File: config.mk
export PLATFORM = sky130hd
export DESIGN_NAME = dmem_wr_arbiter_flat
export DESIGN_NICKNAME = d
export VERILOG_FILES = /design/src/rtl/dmem_wr_arbiter_if.sv /design/src/rtl/dmem_wr_arbiter.sv /design/src/flat_wrapper.sv
export SDC_FILE = /design/constraint.sdc
export NUM_CORES = 1
export LEC_CHECK = 0
export BUFFER_PORTS_ARGS = -buffer_cell sky130_fd_sc_hd__buf_4
export CAP_MARGIN = 10
export CELL_PAD_IN_SITES_DETAIL_PLACEMENT = 1
export CELL_PAD_IN_SITES_GLOBAL_PLACEMENT = 1
export CORE_AREA = 2 2 314 316
export CTS_CLUSTER_DIAMETER = 50
export CTS_CLUSTER_SIZE = 28
export DETAILED_ROUTE_END_ITERATION = 8
export DIE_AREA = 0 0 316 318
export GPL_TIMING_DRIVEN = 1
export PLACE_DENSITY_LB_ADDON = 0.1
export SLEW_MARGIN = 20
export SYNTH_ARGS = -nofsm -noshare
export SYNTH_HDL_FRONTEND = slang
export SYNTH_SLANG_ARGS = --single-unit
File: constraint.sdc
create_clock -name iCLK -period 10.9 [get_ports iCLK]
set_clock_uncertainty 0.15 [all_clocks]
set_input_delay 0 -clock iCLK [delete_from_list [all_inputs] [get_ports iCLK]]
set_output_delay 0 -clock iCLK [all_outputs]
set_load 0.02 [all_outputs]
File: src/rtl/dmem_wr_arbiter_if.sv
// Burst-writer side and DMEM write-port side of the write arbiter.
// master drives requests/beats, slave is the arbiter.
interface dmem_wr_arbiter_if #(
  parameter int ADDR_W = 7,
  parameter int DATA_W = 256
);
  logic              iREQ0;
  logic              iREQ1;
  logic              iVALID0;
  logic              iVALID1;
  logic              iLAST0;
  logic              iLAST1;
  logic [ADDR_W-1:0] iADDR0;
  logic [ADDR_W-1:0] iADDR1;
  logic [DATA_W-1:0] iDATA0;
  logic [DATA_W-1:0] iDATA1;
  logic              oGNT0;
  logic              oGNT1;
  logic              oREADY0;
  logic              oREADY1;
  logic              oWREN;
  logic [ADDR_W-1:0] oWRADDR;
  logic [DATA_W-1:0] oWRDATA;
  logic              oBUSY;
  logic              oERR_TIMEOUT;
  logic              oERR_OVERRUN;

  modport slave (
    input  iREQ0, iREQ1, iVALID0, iVALID1,
    input  iLAST0, iLAST1, iADDR0, iADDR1,
    input  iDATA0, iDATA1,
    output oGNT0, oGNT1, oREADY0, oREADY1,
    output oWREN, oWRADDR, oWRDATA, oBUSY,
    output oERR_TIMEOUT, oERR_OVERRUN
  );

  modport master (
    output iREQ0, iREQ1, iVALID0, iVALID1,
    output iLAST0, iLAST1, iADDR0, iADDR1,
    output iDATA0, iDATA1,
    input  oGNT0, oGNT1, oREADY0, oREADY1,
    input  oWREN, oWRADDR, oWRDATA, oBUSY,
    input  oERR_TIMEOUT, oERR_OVERRUN
  );
endinterface

File: src/rtl/dmem_wr_arbiter.sv
// Round-robin whole-burst arbiter for the shared DMEM write port.
// Camera capture is requester 0, SPART loader is requester 1.
module dmem_wr_arbiter #(
  parameter int ADDR_W    = 7,
  parameter int DATA_W    = 256,
  parameter int MAX_BURST = 25,
  parameter int TIMEOUT   = 1023
) (
  input logic              iCLK,
  input logic              iRST,
  dmem_wr_arbiter_if.slave bus
);
  localparam int BW = $clog2(MAX_BURST + 1);
  localparam int IW = $clog2(TIMEOUT + 1);
  localparam logic [BW-1:0] BEAT_LAST = BW'(MAX_BURST - 1);
  localparam logic [IW-1:0] IDLE_LAST = IW'(TIMEOUT - 1);

  typedef enum logic [1:0] {
    IDLE = 2'd0,
    OWN0 = 2'd1,
    OWN1 = 2'd2
  } state_t;

  state_t            state;
  state_t            state_nx;
  logic              prio;
  logic              prio_nx;
  logic [BW-1:0]     beat_cnt;
  logic [IW-1:0]     idle_cnt;
  logic              own0;
  logic              own1;
  logic              owned;
  logic              own_req;
  logic              own_valid;
  logic              acc;
  logic              acc_last;
  logic [ADDR_W-1:0] acc_addr;
  logic [DATA_W-1:0] acc_data;
  logic              beat_max;
  logic              idle_max;
  logic              ovr_nx;
  logic              tmo_nx;
  logic              done;
  logic              wren;
  logic [ADDR_W-1:0] wraddr;
  logic [DATA_W-1:0] wrdata;
  logic              err_ovr;
  logic              err_tmo;

  // Owner channel select and burst-end detection
  always_comb begin
    own0      = (state == OWN0);
    own1      = (state == OWN1);
    owned     = own0 | own1;
    own_req   = own0 ? bus.iREQ0   : bus.iREQ1;
    own_valid = own0 ? bus.iVALID0 : bus.iVALID1;
    acc_last  = own0 ? bus.iLAST0  : bus.iLAST1;
    acc_addr  = own0 ? bus.iADDR0  : bus.iADDR1;
    acc_data  = own0 ? bus.iDATA0  : bus.iDATA1;
    acc       = owned & own_valid;
    beat_max  = acc & (beat_cnt == BEAT_LAST);
    idle_max  = owned & ~own_valid & (idle_cnt >= IDLE_LAST);
    ovr_nx    = beat_max & ~acc_last;
    tmo_nx    = idle_max & own_req;
    done      = owned & ((acc & acc_last) | beat_max
                | ~own_req | idle_max);
  end

  // Next state: grant from IDLE, return to IDLE at burst end
  always_comb begin
    state_nx = state;
    prio_nx  = prio;
    unique case (state)
      IDLE: begin
        if (bus.iREQ0 & bus.iREQ1)
          state_nx = prio ? OWN1 : OWN0;
        else if (bus.iREQ0)
          state_nx = OWN0;
        else if (bus.iREQ1)
          state_nx = OWN1;
      end
      OWN0, OWN1: begin
        if (done) begin
          state_nx = IDLE;
          prio_nx  = own0;
        end
      end
      default: state_nx = IDLE;
    endcase
  end

  // State, round-robin pointer and one-cycle error pulses
  always_ff @(posedge iCLK or posedge iRST) begin
    if (iRST) begin
      state   <= IDLE;
      prio    <= 1'b0;
      err_ovr <= 1'b0;
      err_tmo <= 1'b0;
    end else begin
      state   <= state_nx;
      prio    <= prio_nx;
      err_ovr <= ovr_nx;
      err_tmo <= tmo_nx;
    end
  end

  // Beat and idle counters, held clear outside a grant
  always_ff @(posedge iCLK or posedge iRST) begin
    if (iRST) begin
      beat_cnt <= '0;
      idle_cnt <= '0;
    end else if (!owned) begin
      beat_cnt <= '0;
      idle_cnt <= '0;
    end else if (acc) begin
      beat_cnt <= beat_cnt + 1'b1;
      idle_cnt <= '0;
    end else if (~&idle_cnt) begin
      idle_cnt <= idle_cnt + 1'b1;
    end
  end

  // Registered DMEM write port; addr/data hold between writes
  always_ff @(posedge iCLK or posedge iRST) begin
    if (iRST) begin
      wren   <= 1'b0;
      wraddr <= '0;
      wrdata <= '0;
    end else begin
      wren <= acc;
      if (acc) begin
        wraddr <= acc_addr;
        wrdata <= acc_data;
      end
    end
  end

  assign bus.oGNT0        = own0;
  assign bus.oGNT1        = own1;
  assign bus.oREADY0      = own0;
  assign bus.oREADY1      = own1;
  assign bus.oBUSY        = (state != IDLE);
  assign bus.oWREN        = wren;
  assign bus.oWRADDR      = wraddr;
  assign bus.oWRDATA      = wrdata;
  assign bus.oERR_OVERRUN = err_ovr;
  assign bus.oERR_TIMEOUT = err_tmo;

endmodule
File: src/flat_wrapper.sv
// flat-port wrapper written by rule: the top's interface ports become plain ports
module dmem_wr_arbiter_flat 
#(
  parameter int ADDR_W    = 7,
  parameter int DATA_W    = 256,
  parameter int MAX_BURST = 25,
  parameter int TIMEOUT   = 1023
)
  (iCLK, iRST, bus_iREQ0, bus_iREQ1, bus_iVALID0, bus_iVALID1, bus_iLAST0, bus_iLAST1, bus_iADDR0, bus_iADDR1, bus_iDATA0, bus_iDATA1, bus_oGNT0, bus_oGNT1, bus_oREADY0, bus_oREADY1, bus_oWREN, bus_oWRADDR, bus_oWRDATA, bus_oBUSY, bus_oERR_TIMEOUT, bus_oERR_OVERRUN);
  dmem_wr_arbiter_if #(.ADDR_W(ADDR_W), .DATA_W(DATA_W)) bus_i ();
  input logic iCLK;
  input logic iRST;
  input wire logic [$bits(bus_i.iREQ0)-1:0] bus_iREQ0;
  input wire logic [$bits(bus_i.iREQ1)-1:0] bus_iREQ1;
  input wire logic [$bits(bus_i.iVALID0)-1:0] bus_iVALID0;
  input wire logic [$bits(bus_i.iVALID1)-1:0] bus_iVALID1;
  input wire logic [$bits(bus_i.iLAST0)-1:0] bus_iLAST0;
  input wire logic [$bits(bus_i.iLAST1)-1:0] bus_iLAST1;
  input wire logic [$bits(bus_i.iADDR0)-1:0] bus_iADDR0;
  input wire logic [$bits(bus_i.iADDR1)-1:0] bus_iADDR1;
  input wire logic [$bits(bus_i.iDATA0)-1:0] bus_iDATA0;
  input wire logic [$bits(bus_i.iDATA1)-1:0] bus_iDATA1;
  output wire logic [$bits(bus_i.oGNT0)-1:0] bus_oGNT0;
  output wire logic [$bits(bus_i.oGNT1)-1:0] bus_oGNT1;
  output wire logic [$bits(bus_i.oREADY0)-1:0] bus_oREADY0;
  output wire logic [$bits(bus_i.oREADY1)-1:0] bus_oREADY1;
  output wire logic [$bits(bus_i.oWREN)-1:0] bus_oWREN;
  output wire logic [$bits(bus_i.oWRADDR)-1:0] bus_oWRADDR;
  output wire logic [$bits(bus_i.oWRDATA)-1:0] bus_oWRDATA;
  output wire logic [$bits(bus_i.oBUSY)-1:0] bus_oBUSY;
  output wire logic [$bits(bus_i.oERR_TIMEOUT)-1:0] bus_oERR_TIMEOUT;
  output wire logic [$bits(bus_i.oERR_OVERRUN)-1:0] bus_oERR_OVERRUN;
  assign bus_i.iREQ0 = bus_iREQ0;
  assign bus_i.iREQ1 = bus_iREQ1;
  assign bus_i.iVALID0 = bus_iVALID0;
  assign bus_i.iVALID1 = bus_iVALID1;
  assign bus_i.iLAST0 = bus_iLAST0;
  assign bus_i.iLAST1 = bus_iLAST1;
  assign bus_i.iADDR0 = bus_iADDR0;
  assign bus_i.iADDR1 = bus_iADDR1;
  assign bus_i.iDATA0 = bus_iDATA0;
  assign bus_i.iDATA1 = bus_iDATA1;
  assign bus_oGNT0 = bus_i.oGNT0;
  assign bus_oGNT1 = bus_i.oGNT1;
  assign bus_oREADY0 = bus_i.oREADY0;
  assign bus_oREADY1 = bus_i.oREADY1;
  assign bus_oWREN = bus_i.oWREN;
  assign bus_oWRADDR = bus_i.oWRADDR;
  assign bus_oWRDATA = bus_i.oWRDATA;
  assign bus_oBUSY = bus_i.oBUSY;
  assign bus_oERR_TIMEOUT = bus_i.oERR_TIMEOUT;
  assign bus_oERR_OVERRUN = bus_i.oERR_OVERRUN;
  dmem_wr_arbiter #(.ADDR_W(ADDR_W), .DATA_W(DATA_W), .MAX_BURST(MAX_BURST), .TIMEOUT(TIMEOUT)) u_core (.iCLK(iCLK), .iRST(iRST), .bus(bus_i));
endmodule
==> PnR_summary.wiki, run 1 <==
{| class="wikitable"
! Metric !! Value
|-
| Area share of and/or/nand/nor cells after synthesis || 0.0932
|-
| Cell family with most CP delay || buffers and inverters
|-
| Clock latency at the later pin of the worst-skew pair || between 0.5 and 0.6 ns
|-
| Total die area || 100000 um^2
|-
| Floorplan die width || roughly 320 um
|-
| Core ar. || 97400 um^2
|-
| Slew of the pin with the lowest slew margin || between 1 and 1.5 ns
|-
| Number of ports placed on the die boundary || 805
|-
| Initial core utilization || 0.134
|-
| Total area of sequential cells || 7110 um^2
|-
| Crit path required time || 11.18 ns
|-
| RSZ-0062 raised after global routing || no
|-
| Area fraction in compound gates after synthesis || 0.112
|-
| Number of buffers created by CTS || 57
|-
| Gr ovfl total || 0
|-
| Final Wtd Congestion || slightly below 0.8
|-
| Leakage power || 13.0 nW
|-
| Most prevalent standard cell on the critical path || sky130_fd_sc_hd__buf_4
|-
| DR vias || 14600
|-
| Type of the setup path with the least slack || reg -> reg
|-
| Highest cell delay on the worst timing path || 0.82 ns
|-
| Total area of multi-input combinational cells || roughly 5600 um^2
|-
| Antenna violations before repair || 6
|-
| Cell breakdown of the critical path || inv_1 > ha_4 > buf_4 > buf_4 > buf_4 > mux2i_1 > dlygate4sd3_1 > o21ai_0
|-
| Crit path buffers/inverters || 5
|-
| Worst setup EP type || register
|-
| Fraction of synthesized area in multiplexers || 0.206
|-
| Layout cell share with drive strength beyond 1 || 0.351
|-
| First-pass GRT wire length || 102000 um
|-
| Count of distinct cell types in the synthesized netlist || 36
|-
| Largest family of logic cells by synthesized area || multiplexers
|-
| Final count of hold timing violations || 0
|-
| Setup Buffers After CTS || 0
|-
| Setup total negative slack || 0 ns
|-
| Worst setup slack for register-to-register paths || 6.04 ns
|-
| Drt wl/cell || 17.4 um
|-
| Filler cell count in the final layout || about 11000
|-
| Area share of xor/xnor cells in the synthesized design || 0.00469
|-
| Gate count after technology mapping || 1265
|-
| Number of antenna-violating nets in the routed design || 0
|-
| End of the worst register-to-register path || u_core.bus.oWRADDR[6]
|-
| Total Wirelength || 68500 um
|-
| Flops & latches, synth || 284
|-
| Share of the yosys chip area belonging to registers || 0.544
|-
| Instance count on the critical path || 8
|-
| Clock Root Buffer || sky130_fd_sc_hd__clkbuf_16
|-
| Resized cells post-CTS || 0
|-
| Peak clock frequency supported by timing || roughly 0.2 GHz
|-
| Final setup fails || 0
|-
| Max-cap viol count || 0
|-
| Vias per cell || 3.71
|-
| Clock tree from TritonCTS || yes
|-
| Critical R2R Launch || u_core.state[1]
|-
| Number of detailed-routing iterations run before antenna repair || 6
|-
| Worst setup endpoint || u_core.bus.oWRADDR[6]
|-
| Outcome || completed
|-
| Post-synth design cell area || 13100 um^2
|-
| Final HPWL from detailed placement || 51200 um
|-
| Number of warnings printed during yosys synthesis || 0
|-
| Sinks on Clock Net || 284
|-
| Class of the worst hold path || in -> reg
|-
| Highest fanout seen on the critical path || 49
|-
| Total of buffers placed on input and output ports || 804
|-
| Number of rows created at floorplan || 115
|-
| Tcrit/Tclk final || 0.446
|-
| Post-synth net total || 1806
|-
| VDD IR max || 141 uV
|-
| Final routed DRC violation total || 0
|-
| Crit path time final || just under 5 ns
|-
| Aggregate global-route resource usage || 0.133
|-
| Per-instance average area after synthesis || 10.3 um^2
|-
| Number of levels the H-tree was split into || 2
|-
| Area growth syn-to-layout || 114%
|-
| Cell type of the slowest stage on the worst timing path || sky130_fd_sc_hd__buf_4
|-
| Post-synthesis adder-cell area fraction || 0.00670
|-
| Clock Pin Slew Worst Setup and Hold Paths || 0.05 ns
|-
| Initial DRC Count || between 300 and 400
|-
| Arrival time reported for the critical path endpoint || 5.15 ns
|-
| Final-report max-slew violation count || 0
|-
| Min Hold Slack || between 0.08 and 0.09 ns
|-
| R2R cell count || 8
|-
| Maximum number of pins on one net before global-route repair || 221
|-
| Headroom to the max-slew limit || 0.301
|-
| Cts-stage hold buffer count || 539
|-
| Power density relative to cell area || 261 nW/um^2
|-
| Net count, final || 3128
|-
| Overall die height || 318 um
|-
| Category of the worst setup path launch point || register
|-
| Deepest clock path buffer count || 3
|-
| Timing startpoint of the critical path || u_core.state[1]
|-
| Via count of the first global-routing pass || 16500
|}
==> where the power goes <==
part / internal, mW / switching, mW / total, mW / leakage [nW]
clock network: 1.30 / 0.632 / 1.93 / 1.03
logic: 1.59 / 1.96 / 3.56 / 8.43
registers: 1.55 / 0.261 / 1.81 / 3.56
==> cells by family after synthesis <==
logic type	after synthesis
simple gates	309
flops	284
buf+inv	105
xor+xnor	7
fa+ha+maj	7
mux	268
compound gates	285
==> how the worst min path moves through the flow <==
stage,start,endpoint,cells past startpoint
2_1_floorplan,bus_iREQ0,u_core.state[0],2
3_3_place_gp,iRST,u_core.bus.oWRDATA[156],2
3_5_place_dp,iRST,u_core.bus.oWRDATA[189],2
4_1_cts,bus_iDATA0[93],u_core.bus.oWRDATA[93],4
5_1_grt,bus_iDATA0[178],u_core.bus.oWRDATA[178],4
6_report,bus_iDATA0[205],u_core.bus.oWRDATA[205],4
==> worst min-delay path, cell delays in order <==
cell and delay, ns:
sky130_fd_sc_hd__buf_4 0.08, sky130_fd_sc_hd__mux2i_1 0.05, sky130_fd_sc_hd__dlygate4sd3_1 0.54, sky130_fd_sc_hd__o21ai_0 0.13
==> synth_stat cells (all sizes together) <==
master	number	area (um^2)
dfrtp	284	7110
a31o	1	8.76
o21bai	1	7.51
ha	7	87.6
o2111ai	1	8.76
o22ai	2	12.5
nand3	3	15.0
o311a	1	10.0
and4b	1	10.0
nor2	14	52.6
o21ai	269	1350
mux2	3	37.5
mux2i	265	2650
xnor2	3	26.3
buf	39	199
clkbuf	52	195
o211ai	1	12.5
nor4b	1	8.76
nor3	6	30.0
nand4	6	37.5
inv	14	52.6
a211oi	2	15.0
a31oi	1	6.26
o31ai	1	7.51
nand2	274	1030
and4	2	17.5
or4	2	18.8
a21oi	4	20.0
xor2	4	35.0
a311oi	1	8.76
==> sequential cells by signal (all words and copies together), names as in the netlist <==
| name | flops |
|---|---|
| u_core.bus.oERR_OVERRUN | 1 |
| u_core.bus.oWRDATA | 256 |
| u_core.bus.oWRADDR | 7 |
| u_core.bus.oWREN | 1 |
| u_core.idle_cnt | 10 |
| u_core.state | 2 |
| u_core.bus.oERR_TIMEOUT | 1 |
| u_core.prio | 1 |
| u_core.beat_cnt | 5 |
==> metrics by stage <==
stage	instance area, um^2	utilization	std cells	setup WS, ns	power, mW
after CTS	27900	0.287	3922	5.95	7.47
after global routing	28000	0.287	3924	5.71	7.84
after global placement	20400	0.210	3276	6.18	4.98
final	28000	0.287	3925	6.04	7.29
after detailed placement	20400	0.210	3276	6.08	5.03
after floorplan	13100	-	1265	2.91	3.53
==> final cells by class <==
cell class / count / area share
Timing Repair Buffer: 1354 / 0.412
Multi-Input combinational cell: 876 / 0.198
Tap cell: 1287 / 0.0576
Antenna cell: 3 / 0.000268
Clock inverter: 39 / 0.0199
Inverter: 14 / 0.00215
Sequential cell: 284 / 0.254
Clock buffer: 68 / 0.0553
==> layer usage <==
| metal | track usage | share of wire | up-vias |
|---|---|---|---|
| met3 | 0.0524 | 0.10 | 82 |
| li1 | - | - | 7039 |
| met1 | 0.140 | 0.37 | 6919 |
| met5 | 0 | 0.00045 | - |
| met4 | 0.0319 | 0.020 | 4 |
| met2 | 0.244 | 0.51 | 536 |
==> cell usage in the layout (no fill, tap or decap), types with 2 or more instances in the layout <==
cell / Yosys / layout
sky130_fd_sc_hd__xor2_1: 4 / 4
sky130_fd_sc_hd__o22ai_1: 2 / 2
sky130_fd_sc_hd__clkbuf_8: 0 / 8
sky130_fd_sc_hd__dfrtp_1: 284 / 284
sky130_fd_sc_hd__nor3_1: 6 / 6
sky130_fd_sc_hd__inv_1: 14 / 13
sky130_fd_sc_hd__inv_6: 0 / 3
sky130_fd_sc_hd__a211oi_1: 2 / 2
sky130_fd_sc_hd__and4_1: 2 / 2
sky130_fd_sc_hd__clkinv_2: 0 / 13
sky130_fd_sc_hd__nand3_1: 3 / 3
sky130_fd_sc_hd__clkbuf_1: 52 / 3
sky130_fd_sc_hd__diode_2: 0 / 3
sky130_fd_sc_hd__clkinvlp_4: 0 / 5
sky130_fd_sc_hd__dlygate4sd3_1: 0 / 539
sky130_fd_sc_hd__mux2i_1: 265 / 265
sky130_fd_sc_hd__bufinv_16: 0 / 12
sky130_fd_sc_hd__nand2_1: 274 / 273
sky130_fd_sc_hd__clkinv_8: 0 / 2
sky130_fd_sc_hd__o21ai_0: 269 / 269
sky130_fd_sc_hd__clkinv_4: 0 / 4
sky130_fd_sc_hd__nand4_1: 6 / 6
sky130_fd_sc_hd__a21oi_1: 4 / 4
sky130_fd_sc_hd__clkbuf_16: 0 / 57
sky130_fd_sc_hd__nor2_1: 14 / 14
sky130_fd_sc_hd__buf_4: 2 / 814
sky130_fd_sc_hd__ha_1: 7 / 6
sky130_fd_sc_hd__xnor2_1: 3 / 3
(Power assumes the default switching activity.)
==> run 2: changes to the inputs <==
- CORE_AREA: 2 2 314 316 -> 2 2 312 314
- DIE_AREA: 0 0 316 318 -> 0 0 314 316
- clock period: 10.9 -> 4.24 ns (I/O delays scaled with it)
==> PnR_summary.wiki, run 2 (synthesis gave the netlist of run 1 again) <==
{| class="wikitable"
! Metric !! Value
|-
| Outcome || completed
|-
| Met2 demand-to-capacity share in global routing || 0.234 (-0.00992)
|-
| Arrival time reported for the critical path endpoint || 4.16 ns (-0.99 ns)
|-
| Most common library cell in the layout ignoring fill and taps || sky130_fd_sc_hd__buf_4
|-
| Highest cell delay on the worst timing path || 0.67 ns (-0.15 ns)
|-
| Resized cells post-CTS || 0 (unchanged)
|-
| Gr ovfl total || 0 (unchanged)
|-
| Global-route track usage on met3 || 0.0418 (-0.0106)
|-
| Number of levels the H-tree was split into || 2 (unchanged)
|-
| Number of ports placed on the die boundary || 805 (unchanged)
|-
| Headroom to the max-slew limit || 0.255 (-0.0468)
|-
| Final-report max-slew violation count || 0 (unchanged)
|-
| Most frequent cells in the layout || sky130_fd_sc_hd__buf_4, sky130_fd_sc_hd__dlygate4sd3_1, sky130_fd_sc_hd__dfrtp_1
|-
| Initial DRC Count || 304 (-12%)
|-
| Final Wtd Congestion || 0.778 (-0.37%)
|-
| Final count of hold timing violations || 0 (unchanged)
|-
| Category of the worst setup path launch point || register
|-
| Filler cell count in the final layout || 11000 (-1.5%)
|-
| Deepest clock path buffer count || 3 (unchanged)
|-
| Max-cap viol count || 0 (unchanged)
|-
| Crit path required time || 4.57 ns (-6.61 ns)
|-
| Type of the setup path with the least slack || reg -> reg
|-
| Clock Pin Slew Worst Setup and Hold Paths || 0.05 ns (about the same)
|-
| Antenna violations before repair || 8 (+2)
|-
| Highest fanout seen on the critical path || 24 (-51%)
|-
| Net count, final || 3143 (+0.48%)
|-
| Clock tree from TritonCTS || yes
|-
| Class of the worst hold path || in -> reg
|-
| Placed cells || 3278 (+0.061%)
|-
| Largest register FFs || 256 (unchanged)
|-
| First-pass GRT wire length || 99000 um (-2.8%)
|-
| Critical R2R Launch || u_core.state[1]
|-
| Total Wirelength || 66700 um (-2.5%)
|-
| R2R cell count || 8 (unchanged)
|-
| Number of rows created at floorplan || 114 (-0.87%)
|-
| Setup total negative slack || 0 ns (unchanged)
|-
| Final HPWL from detailed placement || 51100 um (-0.19%)
|-
| Sinks on Clock Net || 284 (unchanged)
|-
| Maximum number of pins on one net before global-route repair || 121 (-45%)
|-
| Worst setup slack for register-to-register paths || 0.40 ns (-5.63 ns)
|-
| Total die area || 99200 um^2 (-1.3%)
|-
| Most prevalent standard cell on the critical path || sky130_fd_sc_hd__dlygate4sd3_1
|-
| Peak clock frequency supported by timing || 0.261 GHz (+27%)
|-
| Cell count of the worst hold path || 4 (unchanged)
|-
| Met1 Usage GRT || 0.144 (+0.00393)
|-
| Drt wl/cell || 17.0 um (-2.6%)
|-
| Tcrit/Tclk final || 0.905 (+0.459)
|-
| Worst setup EP type || register
|-
| Post-layout instance count excluding filler cells || 3928 (+0.076%)
|-
| End point of the most critical hold path || u_core.bus.oWRDATA[75]
|-
| Number of buffers created by CTS || 57 (unchanged)
|-
| Clock latency at the later pin of the worst-skew pair || 0.60 ns (about the same)
|-
| Via count of the first global-routing pass || 16200 (-1.7%)
|-
| DR vias || 14500 (-0.29%)
|-
| End of the worst register-to-register path || u_core.state[0]
|-
| Clock Root Buffer || sky130_fd_sc_hd__clkbuf_16
|-
| Vias per cell || 3.70 (-0.37%)
|-
| VDD IR max || 361 uV (+160%)
|-
| Total of buffers placed on input and output ports || 804 (unchanged)
|-
| Layout cell share with drive strength beyond 1 || 0.354 (+0.00305)
|-
| Leakage power || 13.1 nW (+0.65%)
|-
| Power density relative to cell area || 672 nW/um^2 (+160%)
|-
| Floorplan die width || 314 um (-0.63%)
|-
| PnR Total Power || 18.9 mW (+160%)
|-
| Slew of the pin with the lowest slew margin || 1.12 ns (+0.0702 ns)
|-
| Number of antenna-violating nets in the routed design || 0 (unchanged)
|-
| RSZ-0062 raised after global routing || no
|-
| Overall die height || 316 um (-0.63%)
|-
| Crit path time final || 3.84 ns (-1.03 ns)
|-
| Grt peak-use layer || met2
|-
| Initial core utilization || 0.136 (+0.00198)
|-
| Final routed DRC violation total || 0 (unchanged)
|-
| Number of detailed-routing iterations run before antenna repair || 4 (-2)
|-
| Cell breakdown of the critical path || inv_1 > ha_4 > mux2_4 > dlygate4sd3_1 > or4_4 > a31oi_1 > o22ai_1 > dlygate4sd3_1
|-
| Final setup fails || 0 (unchanged)
|-
| Cell type of the slowest stage on the worst timing path || sky130_fd_sc_hd__dlygate4sd3_1
|-
| Area growth syn-to-layout || 115%
|-
| Aggregate global-route resource usage || 0.130 (-0.00264)
|-
| Core ar. || 96000 um^2 (-1.5%)
|-
| Origin of the worst min-delay path || bus_iDATA0[75]
|}
==> run 2: worst max-delay path by stage <==
stage                               start                 endpoint  slack, ns  depth (start not counted)
after CTS                 u_core.state[1]          u_core.state[0]       0.38                          8
after global routing      u_core.state[1]          u_core.state[0]       0.25                          8
after floorplan                      iRST       u_core.beat_cnt[0]       0.33                          1
after detailed placement  u_core.state[1]  u_core.bus.oWRDATA[254]       1.15                          7
final                     u_core.state[1]          u_core.state[0]       0.40                          8
after global placement    u_core.state[1]   u_core.bus.oWRDATA[43]       1.24                          7
==> run 2: stage by stage <==
step / instance area (um^2) / setup slack (ns) / util / hold slack [ns]
finish: 28100 / 0.404 / 0.293 / 0.0805
global route: 28100 / 0.246 / 0.293 / 0.0505
CTS: 28100 / 0.381 / 0.293 / 0.0199
detailed placement: 20700 / 1.15 / 0.215 / -0.00713
global placement: 20700 / 1.24 / 0.215 / -0.0236
floorplan: 13100 / 0.327 / - / -0.0158
==> run 2: cell type report <==
type / instances / area, um^2 / share of cell area
diodes: 3 / 7.51 / 0.000267
inverters: 14 / 56.3 / 0.00200
repair buffers: 1369 / 11800 / 0.418
clock inverters: 43 / 574 / 0.0204
multi-input cells: 876 / 5540 / 0.197
clock buffers: 63 / 1490 / 0.0529
well taps: 1276 / 1600 / 0.0567
flip-flops and latches: 284 / 7110 / 0.253
==> run 2: metal layers <==
layer | wire (um) | part of all wire | up-vias
met5 | 40 | 0.00060 | -
met4 | 2080 | 0.031 | 6
met3 | 5210 | 0.078 | 117
met2 | 33600 | 0.50 | 551
met1 | 25800 | 0.39 | 6796
li1 | - | - | 7067
==> run 2: timing repair <==
action / 4_1_cts / 5_1_grt
setup buffers: 0 / 0
hold endpoints to repair: 483 / 0
hold buffers: 541 / 0
==> run 2: power breakdown <==
group          internal, mW  switching, mW
Sequential             3.97          0.694
Combinational          4.28           5.08
Clock                  3.18           1.70
==> run 2: worst max-delay path: cells and delay by family (launching register included) <==
family / cells / cell delay (ns)
AOI/OAI and AO/OA: 2 / 0.35
adders and majority gates: 1 / 0.48
buffers and inverters: 3 / 1.38
DFF: 1 / 0.38
muxes: 1 / 0.37
and+or+nand+nor: 1 / 0.61
==> run 3: changes to the inputs <==
- RECOVER_POWER: default -> 25
==> PnR_summary.wiki, run 3 (synthesis gave the netlist of run 1 again) <==
{| class="wikitable"
! Metric !! Value
|-
| First-pass GRT wire length || 99000 um (unchanged)
|-
| Drt wl/cell || 17.0 um (about the same)
|-
| Clock tree from TritonCTS || yes
|-
| Deepest clock path buffer count || 3 (unchanged)
|-
| Class of the worst hold path || in -> reg
|-
| Switching power total || 7.46 mW (-0.17%)
|-
| Final setup fails || 0 (unchanged)
|-
| Number of antenna-violating nets in the routed design || 0 (unchanged)
|-
| Number of buffers created by CTS || 57 (unchanged)
|-
| Sinks on Clock Net || 284 (unchanged)
|-
| Number of rows created at floorplan || 114 (unchanged)
|-
| Met3 routed WL || 5280 um (+1.2%)
|-
| Initial DRC Count || 308 (+1.3%)
|-
| Outcome || completed
|-
| Number of ports placed on the die boundary || 805 (unchanged)
|-
| Antenna violations before repair || 8 (unchanged)
|-
| Top routing layer used || met5
|-
| R2R cell count || 8 (unchanged)
|-
| Net count, final || 3143 (unchanged)
|-
| Most common library cell in the layout ignoring fill and taps || sky130_fd_sc_hd__buf_4
|-
| Leakage power || 12.4 nW (-5.5%)
|-
| Relative contribution of the clock network to total power || 0.268 (+0.010)
|-
| Final count of hold timing violations || 0 (unchanged)
|-
| Vias per cell || 3.70 (about the same)
|-
| Total die area || 99200 um^2 (unchanged)
|-
| Overall die height || 316 um (unchanged)
|-
| Final Wtd Congestion || 0.778 (unchanged)
|-
| RSZ-0062 raised after global routing || no
|-
| Cell internal pwr || 10.7 mW (-6.0%)
|-
| Final-report max-slew violation count || 0 (unchanged)
|-
| Clock Pin Slew Worst Setup and Hold Paths || 0.05 ns (about the same)
|-
| Core ar. || 96000 um^2 (unchanged)
|-
| Layout cell share with drive strength beyond 1 || 0.284 (-0.0710)
|-
| Total of buffers placed on input and output ports || 804 (unchanged)
|-
| Tcrit/Tclk final || 0.904 (about the same)
|-
| Sw Share || 0.410 (+0.0145)
|-
| Largest register FFs || 256 (unchanged)
|-
| Final routed DRC violation total || 0 (unchanged)
|-
| Initial core utilization || 0.136 (unchanged)
|-
| Most frequent cells in the layout || sky130_fd_sc_hd__buf_4, sky130_fd_sc_hd__dlygate4sd3_1, sky130_fd_sc_hd__dfrtp_1
|-
| Crit path time final || 3.83 ns (-0.00337 ns)
|-
| Area growth syn-to-layout || 110%
|-
| Arrival time reported for the critical path endpoint || 4.16 ns (about the same)
|-
| Worst setup EP type || register
|-
| Total Wirelength || 66700 um (about the same)
|-
| Power density relative to cell area || 663 nW/um^2 (-1.2%)
|-
| Max-cap viol count || 0 (unchanged)
|-
| Type of the setup path with the least slack || reg -> reg
|-
| Comb power frac || 0.477 (-0.018)
|-
| Cell count of the worst hold path || 4 (unchanged)
|-
| Slew of the pin with the lowest slew margin || 1.31 ns (+0.190 ns)
|-
| DR vias || 14500 (-0.028%)
|-
| Category of the worst setup path launch point || register
|-
| Highest fanout seen on the critical path || 24 (unchanged)
|-
| Floorplan die width || 314 um (unchanged)
|-
| Aggregate global-route resource usage || 0.130 (unchanged)
|-
| VDD IR max || 363 uV (+0.51%)
|-
| Gr ovfl total || 0 (unchanged)
|-
| Clock Root Buffer || sky130_fd_sc_hd__clkbuf_16
|-
| Met2 wirelength from detailed routing || 33400 um (-0.56%)
|-
| Clock latency at the later pin of the worst-skew pair || 0.60 ns (about the same)
|-
| Number of detailed-routing iterations run before antenna repair || 4 (unchanged)
|-
| Via count of the first global-routing pass || 16200 (unchanged)
|-
| Resized cells post-CTS || 0 (unchanged)
|-
| Setup total negative slack || 0 ns (unchanged)
|-
| Maximum number of pins on one net before global-route repair || 121 (unchanged)
|-
| Final core utilization || 0.286 (-0.00738)
|-
| Headroom to the max-slew limit || 0.123 (-0.131)
|-
| Seq pwr share || 0.255 (+0.008)
|-
| Final HPWL from detailed placement || 51100 um (unchanged)
|-
| Crit path required time || 4.57 ns (about the same)
|-
| Peak clock frequency supported by timing || 0.261 GHz (about the same)
|-
| Detailed-routing wirelength on met1 || 25800 um (about the same)
|-
| Number of levels the H-tree was split into || 2 (unchanged)
|}
## run 3: what timing repair did
item                                    4_1_cts  5_1_grt
buffers inserted                              0        0
endpoints found under the hold margin       483        0
hold buffers                                541        0
endpoints found under the setup margin        0        0
## run 3: final timing paths
kind | startpoint | end | slack (ns)
setup / recovery | u_core.state[1] | u_core.state[0] | 0.41
min in group asynchronous | iRST | u_core.bus.oWRDATA[150] | 0.66
hold / removal | bus_iDATA0[75] | u_core.bus.oWRDATA[75] | 0.08
hold reg to reg | u_core.bus.oWRDATA[202] | u_core.bus.oWRDATA[202] | 0.32
max in group asynchronous | iRST | u_core.bus.oWRDATA[177] | 1.95
setup reg to reg | u_core.state[1] | u_core.state[0] | 0.41
## run 3: power groups by stage
stage / logic [mW] / registers (mW) / clock network [mW]
2_1_floorplan: 3.00 / 6.07 / 0
3_3_place_gp: 8.34 / 4.67 / 0
3_5_place_dp: 8.44 / 4.72 / 0
4_1_cts: 9.60 / 4.69 / 5.07
5_1_grt: 9.55 / 4.83 / 5.17
6_report: 8.68 / 4.65 / 4.87
## run 3: final cells by class
class | instances | area (um^2)
Antenna cell | 3 | 7.51
Clock inverter | 43 | 574
Inverter | 14 | 53.8
Fill cell | 11100 | 68600
Multi-Input combinational cell | 876 | 5540
Sequential cell | 284 | 7110
Tap cell | 1276 | 1600
Clock buffer | 63 | 1490
Timing Repair Buffer | 1369 | 11100
## run 3: routing by layer
layer  vias up  global-route usage
met2       552               0.234
met5         -                   0
met1      6786               0.144
met4         6              0.0444
met3       125              0.0418
li1       7064                   -
## run 3: stage by stage
| step | std cells | hold slack [ns] | worst slack [ns] | power, mW | area (um^2) |
|---|---|---|---|---|---|
| after global placement | 3278 | -0.0236 | 1.24 | 13.0 | 20700 |
| after floorplan | 1265 | -0.0158 | 0.327 | 9.07 | 13100 |
| after global routing | 3928 | 0.0505 | 0.246 | 19.6 | 27400 |
| after detailed placement | 3278 | -0.00713 | 1.15 | 13.2 | 20700 |
| after CTS | 3925 | 0.0199 | 0.381 | 19.4 | 28100 |
| final | 3928 | 0.0805 | 0.407 | 18.2 | 27400 |
## run 3: critical path, stage by stage, from the launching register on
cell and delay (ns):
sky130_fd_sc_hd__dfrtp_1 0.38, sky130_fd_sc_hd__inv_1 0.14, sky130_fd_sc_hd__ha_4 0.47, sky130_fd_sc_hd__mux2_4 0.37, sky130_fd_sc_hd__dlygate4sd3_1 0.67, sky130_fd_sc_hd__or4_4 0.61
sky130_fd_sc_hd__a31oi_1 0.24, sky130_fd_sc_hd__o22ai_1 0.11, sky130_fd_sc_hd__dlygate4sd3_1 0.57
